--- src/rtl/reservation_station_if.sv ---
// Opcode package and the bus bundle between issue logic, the CDB, the
// reservation station and the ALU.
//
// Package lc3b_types: lc3b_opcode enum (LC-3b 4-bit opcode encoding).
// Interface reservation_station_if #(DEPTH, TAG_W):
//   issue side : flush, WE, inst, src1_*/src2_* {data, tag, valid}, dest_tag
//   CDB        : CDB_in {valid, tag, data}
//   ALU side   : fu_ready in; dispatch_{valid, inst, a, b, tag} out
//   status     : full_out, count_out
//   modports   : master (issue/ALU environment), slave (reservation station)

package lc3b_types;
    typedef enum logic [3:0] {
        op_br   = 4'b0000,
        op_add  = 4'b0001,
        op_ldb  = 4'b0010,
        op_stb  = 4'b0011,
        op_jsr  = 4'b0100,
        op_and  = 4'b0101,
        op_ldr  = 4'b0110,
        op_str  = 4'b0111,
        op_rti  = 4'b1000,
        op_not  = 4'b1001,
        op_ldi  = 4'b1010,
        op_sti  = 4'b1011,
        op_jmp  = 4'b1100,
        op_shf  = 4'b1101,
        op_lea  = 4'b1110,
        op_trap = 4'b1111
    } lc3b_opcode;
endpackage

interface reservation_station_if #(
    parameter int DEPTH = 4,
    parameter int TAG_W = 3
);
    typedef struct packed {
        logic             valid;
        logic [TAG_W-1:0] tag;
        logic [15:0]      data;
    } cdb_t;

    logic                       flush;
    logic                       WE;
    lc3b_types::lc3b_opcode     inst;
    logic [15:0]                src1_data;
    logic [TAG_W-1:0]           src1_tag;
    logic                       src1_valid;
    logic [15:0]                src2_data;
    logic [TAG_W-1:0]           src2_tag;
    logic                       src2_valid;
    logic [TAG_W-1:0]           dest_tag;
    cdb_t                       CDB_in;
    logic                       fu_ready;
    logic                       full_out;
    logic [$clog2(DEPTH+1)-1:0] count_out;
    logic                       dispatch_valid;
    lc3b_types::lc3b_opcode     dispatch_inst;
    logic [15:0]                dispatch_a;
    logic [15:0]                dispatch_b;
    logic [TAG_W-1:0]           dispatch_tag;

    modport master (
        output flush, WE, inst, src1_data, src1_tag, src1_valid,
               src2_data, src2_tag, src2_valid, dest_tag, CDB_in, fu_ready,
        input  full_out, count_out, dispatch_valid, dispatch_inst,
               dispatch_a, dispatch_b, dispatch_tag
    );

    modport slave (
        input  flush, WE, inst, src1_data, src1_tag, src1_valid,
               src2_data, src2_tag, src2_valid, dest_tag, CDB_in, fu_ready,
        output full_out, count_out, dispatch_valid, dispatch_inst,
               dispatch_a, dispatch_b, dispatch_tag
    );
endinterface

--- src/rtl/reservation_station.sv ---
// Reservation station for the single ALU of the Tomasulo LC-3b core.
// Buffers issued operations until both source operands are known (captured
// at issue, forwarded from the CDB at issue, or snooped from the CDB later),
// then sends the oldest ready one to the ALU, one per cycle.
//
// Ports:
//   clk    : clock, rising edge
//   reset  : synchronous active-high, clears all state (priority over flush)
//   rs_if  : reservation_station_if.slave (issue, CDB, ALU dispatch, status)

module reservation_station
    import lc3b_types::*;
#(
    parameter int DEPTH = 4,
    parameter int TAG_W = 3
) (
    input  logic                 clk,
    input  logic                 reset,
    reservation_station_if.slave rs_if
);
    localparam int IW = $clog2(DEPTH);
    localparam int CW = $clog2(DEPTH+1);

    // Entry storage; only busy is reset, the payload is qualified by busy.
    logic [DEPTH-1:0] busy, r1, r2;
    logic [15:0]      v1 [DEPTH];
    logic [15:0]      v2 [DEPTH];
    logic [TAG_W-1:0] q1 [DEPTH];
    logic [TAG_W-1:0] q2 [DEPTH];
    logic [TAG_W-1:0] dest [DEPTH];
    lc3b_opcode       inst_q [DEPTH];
    // age = number of still-busy entries issued before this one, so ages of
    // busy entries are unique and the oldest entry has the smallest age.
    logic [IW-1:0]    age [DEPTH];

    logic [CW-1:0]    count_q;
    logic             full_q;
    logic             dv_q;
    lc3b_opcode       d_inst_q;
    logic [15:0]      d_a_q, d_b_q;
    logic [TAG_W-1:0] d_tag_q;

    logic             free_found, sel_found;
    logic [IW-1:0]    free_idx, sel_idx, sel_age, new_age;
    logic             do_issue, do_disp, fwd1, fwd2;
    logic [CW-1:0]    count_nxt;

    always_comb begin
        free_found = 1'b0;
        free_idx   = '0;
        for (int i = DEPTH-1; i >= 0; i--) begin
            if (!busy[i]) begin
                free_found = 1'b1;
                free_idx   = IW'(i);
            end
        end

        sel_found = 1'b0;
        sel_idx   = '0;
        sel_age   = '0;
        for (int i = 0; i < DEPTH; i++) begin
            if (busy[i] && r1[i] && r2[i] && (!sel_found || age[i] < sel_age)) begin
                sel_found = 1'b1;
                sel_idx   = IW'(i);
                sel_age   = age[i];
            end
        end

        // Free slot is chosen from pre-edge state, so a slot being vacated
        // by this edge's dispatch is never reused at the same edge.
        do_issue  = rs_if.WE && !full_q && free_found;
        do_disp   = rs_if.fu_ready && sel_found;
        count_nxt = count_q + CW'(do_issue) - CW'(do_disp);
        new_age   = IW'(count_q - CW'(do_disp));

        fwd1 = !rs_if.src1_valid && rs_if.CDB_in.valid && (rs_if.CDB_in.tag == rs_if.src1_tag);
        fwd2 = !rs_if.src2_valid && rs_if.CDB_in.valid && (rs_if.CDB_in.tag == rs_if.src2_tag);
    end

    always_ff @(posedge clk) begin
        if (reset) begin
            busy     <= '0;
            count_q  <= '0;
            full_q   <= 1'b0;
            dv_q     <= 1'b0;
            d_inst_q <= op_add;
            d_a_q    <= '0;
            d_b_q    <= '0;
            d_tag_q  <= '0;
        end else if (rs_if.flush) begin
            busy    <= '0;
            count_q <= '0;
            full_q  <= 1'b0;
            dv_q    <= 1'b0;
        end else begin
            for (int i = 0; i < DEPTH; i++) begin
                // CDB snoop on waiting operands
                if (busy[i] && !r1[i] && rs_if.CDB_in.valid && q1[i] == rs_if.CDB_in.tag) begin
                    v1[i] <= rs_if.CDB_in.data;
                    r1[i] <= 1'b1;
                end
                if (busy[i] && !r2[i] && rs_if.CDB_in.valid && q2[i] == rs_if.CDB_in.tag) begin
                    v2[i] <= rs_if.CDB_in.data;
                    r2[i] <= 1'b1;
                end
                // Keep ages compact as older entries leave.
                if (do_disp && busy[i] && age[i] > sel_age)
                    age[i] <= age[i] - 1'b1;
                if (do_disp && sel_idx == IW'(i))
                    busy[i] <= 1'b0;
                if (do_issue && free_idx == IW'(i)) begin
                    busy[i]   <= 1'b1;
                    inst_q[i] <= rs_if.inst;
                    q1[i]     <= rs_if.src1_tag;
                    q2[i]     <= rs_if.src2_tag;
                    r1[i]     <= rs_if.src1_valid || fwd1;
                    r2[i]     <= rs_if.src2_valid || fwd2;
                    v1[i]     <= rs_if.src1_valid ? rs_if.src1_data : rs_if.CDB_in.data;
                    v2[i]     <= rs_if.src2_valid ? rs_if.src2_data : rs_if.CDB_in.data;
                    dest[i]   <= rs_if.dest_tag;
                    age[i]    <= new_age;
                end
            end

            dv_q <= do_disp;
            if (do_disp) begin
                d_inst_q <= inst_q[sel_idx];
                d_a_q    <= v1[sel_idx];
                d_b_q    <= v2[sel_idx];
                d_tag_q  <= dest[sel_idx];
            end

            count_q <= count_nxt;
            full_q  <= (count_nxt == CW'(DEPTH));
        end
    end

    assign rs_if.full_out       = full_q;
    assign rs_if.count_out      = count_q;
    assign rs_if.dispatch_valid = dv_q;
    assign rs_if.dispatch_inst  = d_inst_q;
    assign rs_if.dispatch_a     = d_a_q;
    assign rs_if.dispatch_b     = d_b_q;
    assign rs_if.dispatch_tag   = d_tag_q;
endmodule

--- src/flat_wrapper.sv ---
// flat-port wrapper written by rule: the top's interface ports become plain ports
module reservation_station_flat import lc3b_types::*;
#(
    parameter int DEPTH = 4,
    parameter int TAG_W = 3
)
  (clk, reset, rs_if_flush, rs_if_WE, rs_if_inst, rs_if_src1_data, rs_if_src1_tag, rs_if_src1_valid, rs_if_src2_data, rs_if_src2_tag, rs_if_src2_valid, rs_if_dest_tag, rs_if_CDB_in, rs_if_fu_ready, rs_if_full_out, rs_if_count_out, rs_if_dispatch_valid, rs_if_dispatch_inst, rs_if_dispatch_a, rs_if_dispatch_b, rs_if_dispatch_tag);
  reservation_station_if #(.DEPTH(DEPTH), .TAG_W(TAG_W)) rs_if_i ();
  input  logic clk;
  input  logic reset;
  input wire logic [$bits(rs_if_i.flush)-1:0] rs_if_flush;
  input wire logic [$bits(rs_if_i.WE)-1:0] rs_if_WE;
  input wire logic [$bits(rs_if_i.inst)-1:0] rs_if_inst;
  input wire logic [$bits(rs_if_i.src1_data)-1:0] rs_if_src1_data;
  input wire logic [$bits(rs_if_i.src1_tag)-1:0] rs_if_src1_tag;
  input wire logic [$bits(rs_if_i.src1_valid)-1:0] rs_if_src1_valid;
  input wire logic [$bits(rs_if_i.src2_data)-1:0] rs_if_src2_data;
  input wire logic [$bits(rs_if_i.src2_tag)-1:0] rs_if_src2_tag;
  input wire logic [$bits(rs_if_i.src2_valid)-1:0] rs_if_src2_valid;
  input wire logic [$bits(rs_if_i.dest_tag)-1:0] rs_if_dest_tag;
  input wire logic [$bits(rs_if_i.CDB_in)-1:0] rs_if_CDB_in;
  input wire logic [$bits(rs_if_i.fu_ready)-1:0] rs_if_fu_ready;
  output wire logic [$bits(rs_if_i.full_out)-1:0] rs_if_full_out;
  output wire logic [$bits(rs_if_i.count_out)-1:0] rs_if_count_out;
  output wire logic [$bits(rs_if_i.dispatch_valid)-1:0] rs_if_dispatch_valid;
  output wire logic [$bits(rs_if_i.dispatch_inst)-1:0] rs_if_dispatch_inst;
  output wire logic [$bits(rs_if_i.dispatch_a)-1:0] rs_if_dispatch_a;
  output wire logic [$bits(rs_if_i.dispatch_b)-1:0] rs_if_dispatch_b;
  output wire logic [$bits(rs_if_i.dispatch_tag)-1:0] rs_if_dispatch_tag;
  assign rs_if_i.flush = rs_if_flush;
  assign rs_if_i.WE = rs_if_WE;
  assign rs_if_i.inst = rs_if_inst;
  assign rs_if_i.src1_data = rs_if_src1_data;
  assign rs_if_i.src1_tag = rs_if_src1_tag;
  assign rs_if_i.src1_valid = rs_if_src1_valid;
  assign rs_if_i.src2_data = rs_if_src2_data;
  assign rs_if_i.src2_tag = rs_if_src2_tag;
  assign rs_if_i.src2_valid = rs_if_src2_valid;
  assign rs_if_i.dest_tag = rs_if_dest_tag;
  assign rs_if_i.CDB_in = rs_if_CDB_in;
  assign rs_if_i.fu_ready = rs_if_fu_ready;
  assign rs_if_full_out = rs_if_i.full_out;
  assign rs_if_count_out = rs_if_i.count_out;
  assign rs_if_dispatch_valid = rs_if_i.dispatch_valid;
  assign rs_if_dispatch_inst = rs_if_i.dispatch_inst;
  assign rs_if_dispatch_a = rs_if_i.dispatch_a;
  assign rs_if_dispatch_b = rs_if_i.dispatch_b;
  assign rs_if_dispatch_tag = rs_if_i.dispatch_tag;
  reservation_station #(.DEPTH(DEPTH), .TAG_W(TAG_W)) u_core (.clk(clk), .reset(reset), .rs_if(rs_if_i));
endmodule
--- config.mk ---
export PLATFORM = sky130hd
export DESIGN_NAME = reservation_station_flat
export DESIGN_NICKNAME = d
export VERILOG_FILES = /design/src/rtl/reservation_station_if.sv /design/src/rtl/reservation_station.sv /design/src/flat_wrapper.sv
export SDC_FILE = /design/constraint.sdc
export NUM_CORES = 1
export LEC_CHECK = 0
export BUFFER_PORTS_ARGS = -buffer_cell sky130_fd_sc_hd__buf_2
export CELL_PAD_IN_SITES_DETAIL_PLACEMENT = 0
export CELL_PAD_IN_SITES_GLOBAL_PLACEMENT = 1
export CORE_ASPECT_RATIO = 0.5
export CORE_MARGIN = 2
export CORE_UTILIZATION = 48
export DETAILED_ROUTE_END_ITERATION = 12
export PLACE_DENSITY = 0.79
export SLEW_MARGIN = 20
export SYNTH_ARGS = -nofsm -noshare
export SYNTH_HDL_FRONTEND = slang
export SYNTH_SLANG_ARGS = --single-unit
--- constraint.sdc ---
create_clock -name clk -period 5.8 [get_ports clk]
set_clock_uncertainty 0.15 [all_clocks]
set_input_delay 0 -clock clk [delete_from_list [all_inputs] [get_ports clk]]
set_output_delay 0 -clock clk [all_outputs]
set_load 0.05 [all_outputs]
# [Yosys cells after proc, flatten, opt, wreduce, memory -nomap -nowiden]
# Memories as Yosys holds them, arrays and structs flattened. A register that Yosys moved wholly into a read port is not among the register bits.
# Index checks and enable logic that the tools add are counted.
[classes] n_bitwise=14 n_mux=157 n_eq_ne=17 addsub=7 magnitude_cmp=7 n_reduce_logical=113
[op_table] op="16-bit 2-to-1 mux" count=10
[op_table] op="1-bit 2-to-1 mux" count=109
[op_table] op="1-bit logical AND" count=58
[op_table] op="2-bit 2-to-1 mux" count=26
[op_table] op="3-bit equality test" count=10
[op_table] op="3-bit 2-to-1 mux" count=9
[op_table] op="3-bit OR reduction" count=9
[op_table] op="3-bit AND reduction" count=8
[op_table] op="2-bit nonzero test" count=12
[op_table] op="1-bit zero test" count=14
[op_table] op="4-bit 2-to-1 mux" count=3
[op_table] op="1-bit OR" count=12
[op_table] op="4-bit OR reduction" count=3
[op_table] op="2-bit equality test (second input constant)" count=4
[op_table] op="2-bit > comparator" count=4
[op_table] op="2-bit by 1-bit subtractor with 2-bit output (second input constant)" count=4
[op_table] op="2-bit less-than comparator" count=3
[op_table] op="1-bit logical OR" count=5
[op_table] op="2-bit by 1-bit equality test with 1-bit output (second input constant)" count=2
[op_table] op="2-bit zero test" count=2
[op_table] op="3-bit by 1-bit adder with 3-bit output" count=1
[op_table] op="3-bit equality test (second input constant)" count=1
[op_table] op="3-bit by 1-bit subtractor with 3-bit output" count=1
[op_table] op="1-bit inverter" count=2
[op_table] op="3 further kinds" count=3
[word_totals] ramBits=188 register_bits=17 n_memories=7 inputBits=72
[memory_table] name="u_core.v1" depth=4 width=16 rd=1 rd_clocked_by_memory_dff=1 write_ports=4 line_no="reservation_station.sv:26" text="logic [15:0] v1 [DEPTH];"
[memory_table] name="u_core.v2" depth=4 width=16 rd=1 rd_clocked_by_memory_dff=1 write_ports=4 line_no="reservation_station.sv:27" text="logic [15:0] v2 [DEPTH];"
[memory_table] name="u_core.inst_q" depth=4 width=4 rd=1 rd_clocked_by_memory_dff=1 write_ports=1 line_no="reservation_station.sv:31" text="lc3b_opcode inst_q [DEPTH];"
[memory_table] name="u_core.dest" depth=4 width=3 rd=1 rd_clocked_by_memory_dff=1 write_ports=1 line_no="reservation_station.sv:30" text="logic [TAG_W-1:0] dest [DEPTH];"
[memory_table] name="u_core.q1" depth=4 width=3 rd=4 rd_clocked_by_memory_dff=0 write_ports=1 line_no="reservation_station.sv:28" text="logic [TAG_W-1:0] q1 [DEPTH];"
[memory_table] name="u_core.q2" depth=4 width=3 rd=4 rd_clocked_by_memory_dff=0 write_ports=1 line_no="reservation_station.sv:29" text="logic [TAG_W-1:0] q2 [DEPTH];"
[memory_table] name="1 more memories"

# [Logic depth before layout (Yosys ltp)]
[depth] ltp_word=23 mapped_depth=20

# [Least setup slack after synthesis]
# OpenSTA, ideal clock, no wires.
[synth_path] path_type="register to register" from="register u_core.busy[0]" to="memory u_core.age[1][2] (netlist bit) (enable)" slack_ns=1.389 path_buffers=3 setup_time_ns=0.327 path_stages_with_launch=18 t_arrival_ns=3.933 required_time_ns=5.323 cell_sequence="dfxtp_1 -> buf_2 -> and3_1 -> buf_2 -> nand2_1 -> ha_1 -> a211o_1 -> o21ai_2 -> a211oi_1 -> o32a_1 -> a2111oi_4 -> nor2_2 -> buf_6 -> a21oi_1 -> ha_1 -> nor3_1 -> o2111ai_1 -> o21ai_0"
[synth_lines] element="from (decl)" line_no="reservation_station.sv:25" text="logic [DEPTH-1:0] busy, r1, r2;"
[synth_lines] element="from (signal assigned)" line_no="reservation_station.sv:82" text="busy <= '0;"
[synth_lines] element="from (signal assigned)" line_no="reservation_station.sv:91" text="busy <= '0;"
[synth_lines] element="from (signal, indexed assignment)" line_no="reservation_station.sv:110" text="busy[i] <= 1'b0;"
[synth_lines] element="to (decl)" line_no="reservation_station.sv:34" text="logic [IW-1:0] age [DEPTH];"

==> impl_metrics.env <==
export IMPL_critPathTopFamily="compound AO/OA/AOI/OAI gates"
export IMPL_cts_resized=0
export IMPL_syn_num_nets=1000
export IMPL_pwr_share_clk=0.403
export IMPL_via_per_inst=5.590
export IMPL_p_sw_frac=0.2160
export IMPL_via_count=8022
export IMPL_slowest_delay_ns=0.68
export IMPL_grt_pass1_wl_um=44660
export IMPL_path_buf_inv=0
export IMPL_start_util=0.4964
export IMPL_antenna_found_initial=0
export IMPL_synth_area_sq_um=11480
export IMPL_layout_commonest_cell="edfxtp_1"
export IMPL_crit_chain="and3_1, nand2_1, ha_1, a211oi_1, o21ai_1, a31o_2, o31ai_1, nor2_4, a21oi_1, ha_1, nor3_1, o2111ai_1, o21ai_0"
export IMPL_layout_nets=1193
export IMPL_remaining_drc_errors=0
export IMPL_fin_cells=1435
export IMPL_gp_congestion=0.8383
export IMPL_gr_usage_all_layers=0.2273
export IMPL_clockBufferDepth=3
export IMPL_cts_max_level=1
export IMPL_rsz0062_at_grt="false"
export IMPL_grt_pass1_vias=8110
export IMPL_status="finished clean"
export IMPL_relSlewSlack=0.3473
export IMPL_ant_nets=0
export IMPL_root_buffer="clkbuf_16"
export IMPL_fillCellCount=1892
export IMPL_clock_sinks=244
export IMPL_ys_types=57
export IMPL_end_kind="flop"
export IMPL_clk_latency_ns=0.52
export IMPL_dp_hpwl_um=18240
export IMPL_synth_seq_cells=244
export IMPL_leakagePower_uw=0.005264
export IMPL_crit_slowest_cell="o31ai_1"
export IMPL_post_drt_wl_per_cell_um=20.02
export IMPL_drive_above_1_share=0.2704
export IMPL_wirelength_um=28730
export IMPL_cts_tree="done"
export IMPL_avgSynthCellArea_sq_um=12.51
export IMPL_start_kind="flop"
export IMPL_slew_violations=0
export IMPL_p_int_uw=2834
export IMPL_synthCells=918
export IMPL_ir_drop_uv=203.8
export IMPL_dr_pass1_iters=4
export IMPL_rows=39
export IMPL_p_seq_frac=0.530
export IMPL_multi_input_area_sq_um=4375
export IMPL_cts_buffers=23
export IMPL_hp_class="in2reg"
export IMPL_synth_ff_type="edfxtp_1"
export IMPL_worstMarginPinSlew_ns=0.9779
export IMPL_io_pins=116
export IMPL_synth_edf_count=196
export IMPL_period_needed_ns=4.717
export IMPL_grt_max_degree=48
export IMPL_fin_setup_tns_ns=0
export IMPL_yosysSeqAreaShare=0.5963
export IMPL_yosysWarnings=0
export IMPL_fp_dieArea_sq_um=25250
export IMPL_required_ns=5.84
export IMPL_hold_viol=0
export IMPL_cts_hold_buffers=89
export IMPL_dp_cells=1303
export IMPL_path_common_cell="ha_1"
export IMPL_p_per_area_nw_per_um2=258.5
export IMPL_worstSetupPathType="reg2reg"
export IMPL_layout_common_cells="edfxtp_1, nand2_1, mux2_2"
export IMPL_setup_viol=0
export IMPL_seq_area_sq_um=6847
export IMPL_fmax_mhz=212.0
export IMPL_crit_arrival_ns=4.76
export IMPL_power_switching_uw=780.7
export IMPL_crit_fanout=9
export IMPL_die_w_um=222.7
export IMPL_portBuffers=115
export IMPL_core_sq_um=23130
export IMPL_num_antenna_cells=0
export IMPL_clkTransAtPathRegs_ns=0.07
export IMPL_cts_setup_buffers=0
export IMPL_gr_total_overflow=0
export IMPL_timing_max_cap_violations=0
export IMPL_pwr_share_comb=0.067
export IMPL_die_y_um=113.4
export IMPL_async_reset_ff_frac=0
export IMPL_area_growth_pct=21.81
export IMPL_drtIter0Drc=599
export IMPL_period_share=0.8133
-- registers in the layout, summed over array words and instances (netlist names) --
signal / count
u_core.v1: 64
u_core.rs_if.dispatch_inst: 4
u_core.busy: 4
u_core.dest: 12
u_core.inst_q: 16
u_core.age: 8
u_core.r1: 4
u_core.rs_if.dispatch_a: 16
u_core.rs_if.dispatch_tag: 3
u_core.rs_if.dispatch_valid: 1
u_core.v2: 64
u_core.rs_if.full_out: 1
u_core.r2: 4
u_core.q2: 12
u_core.rs_if.dispatch_b: 16
u_core.rs_if.count_out: 3
u_core.q1: 12
-- synthesized netlist by cell type, types with 2 or more instances --
master | instances | area (sq um)
a41oi_1 | 3 | 26.28
nand3_1 | 12 | 60.06
clkbuf_1 | 37 | 138.9
o2111ai_1 | 2 | 17.52
a311oi_1 | 38 | 332.8
or3_1 | 3 | 18.77
mux2i_1 | 40 | 400.4
and3_1 | 4 | 25.02
a211o_1 | 2 | 17.52
buf_4 | 5 | 37.54
a211oi_1 | 2 | 15.01
edfxtp_1 | 196 | 5886
xnor2_1 | 8 | 70.07
inv_1 | 15 | 56.30
nor3_1 | 5 | 25.02
buf_1 | 2 | 7.510
dfxtp_1 | 48 | 960.9
nor3b_1 | 2 | 15.01
or2_2 | 2 | 12.51
a21oi_1 | 9 | 45.04
nor2_1 | 60 | 225.2
or4_1 | 8 | 60.06
ha_1 | 9 | 112.6
xor2_1 | 28 | 245.2
mux2_2 | 128 | 1441
nand2_1 | 147 | 551.8
o21ai_0 | 64 | 320.3
nand2b_1 | 2 | 12.51
o31ai_1 | 2 | 15.01
buf_2 | 7 | 35.03
maj3_1 | 2 | 20.02
-- worst register-to-register path: stages (launching register included) --
cell,delay [ns]
dfxtp_1,0.47
and3_1,0.34
nand2_1,0.09
ha_1,0.34
a211oi_1,0.40
o21ai_1,0.21
a31o_2,0.33
o31ai_1,0.68
nor2_4,0.05
a21oi_1,0.40
ha_1,0.32
nor3_1,0.20
o2111ai_1,0.11
o21ai_0,0.33
-- per-layer routing --
metal,vias up,track usage,part of all wire
li1,3811,-,-
met3,45,0.02882,0.043
met5,-,0,0
met2,200,0.4004,0.49
met1,3966,0.3025,0.45
met4,0,0.05324,0.018
-- metrics by stage --
| step | hold slack, ns | util | total power (uW) | worst slack, ns | area [sq um] |
|---|---|---|---|---|---|
| 5_1_grt | 0.05753 | 0.6046 | 3720 | 0.6148 | 13980 |
| 3_3_place_gp | 0.06728 | 0.5338 | 2140 | 1.258 | 12350 |
| 6_report | 0.04145 | 0.6046 | 3615 | 1.083 | 13980 |
| 3_5_place_dp | 0.07174 | 0.5338 | 2147 | 1.148 | 12350 |
| 4_1_cts | 0.01346 | 0.6031 | 3628 | 1.120 | 13950 |
| 2_1_floorplan | -0.05113 | - | 2063 | 1.389 | 11480 |
-- cell type report --
type / instances / share of cell area
Sequential cell: 244 / 0.4896
Multi-Input combinational cell: 606 / 0.3129
Inverter: 16 / 0.004295
Clock buffer: 31 / 0.04473
Clock inverter: 11 / 0.006173
Tap cell: 307 / 0.02747
Timing Repair Buffer: 220 / 0.1149
-- worst paths after layout --
check | start | end | slack, ns | cells after the start
worst max-delay path | u_core.busy[0] | u_core.age[1][2] | 1.08 | 13
worst min-delay path | reset | u_core.rs_if.dispatch_a[15] | 0.04 | 3
worst max register to register | u_core.busy[0] | u_core.age[1][2] | 1.08 | 13
worst min register to register | u_core.rs_if.dispatch_b[6] | u_core.rs_if.dispatch_b[6] | 0.35 | 2
-- power groups by stage --
| stage | combinational, uW | clock (uW) | sequential (uW) |
|---|---|---|---|
| 6_report | 244 | 1460 | 1910 |
| 5_1_grt | 265 | 1540 | 1920 |
| 4_1_cts | 242 | 1470 | 1910 |
| 3_5_place_dp | 193 | 0 | 1950 |
| 3_3_place_gp | 188 | 0 | 1950 |
| 2_1_floorplan | 99.0 | 0 | 1960 |
-- cells by family (layout without fill, tap and decap cells) --
family,after synthesis,in the layout,synth area share
xor+xnor,36,36,0.02746
simple gates,253,253,0.09460
mux,168,168,0.1604
compound gates,137,137,0.08261
flops,244,244,0.5963
fa+ha+maj,12,12,0.01330
buf+inv,68,278,0.02528
(Power assumes the default switching activity.)
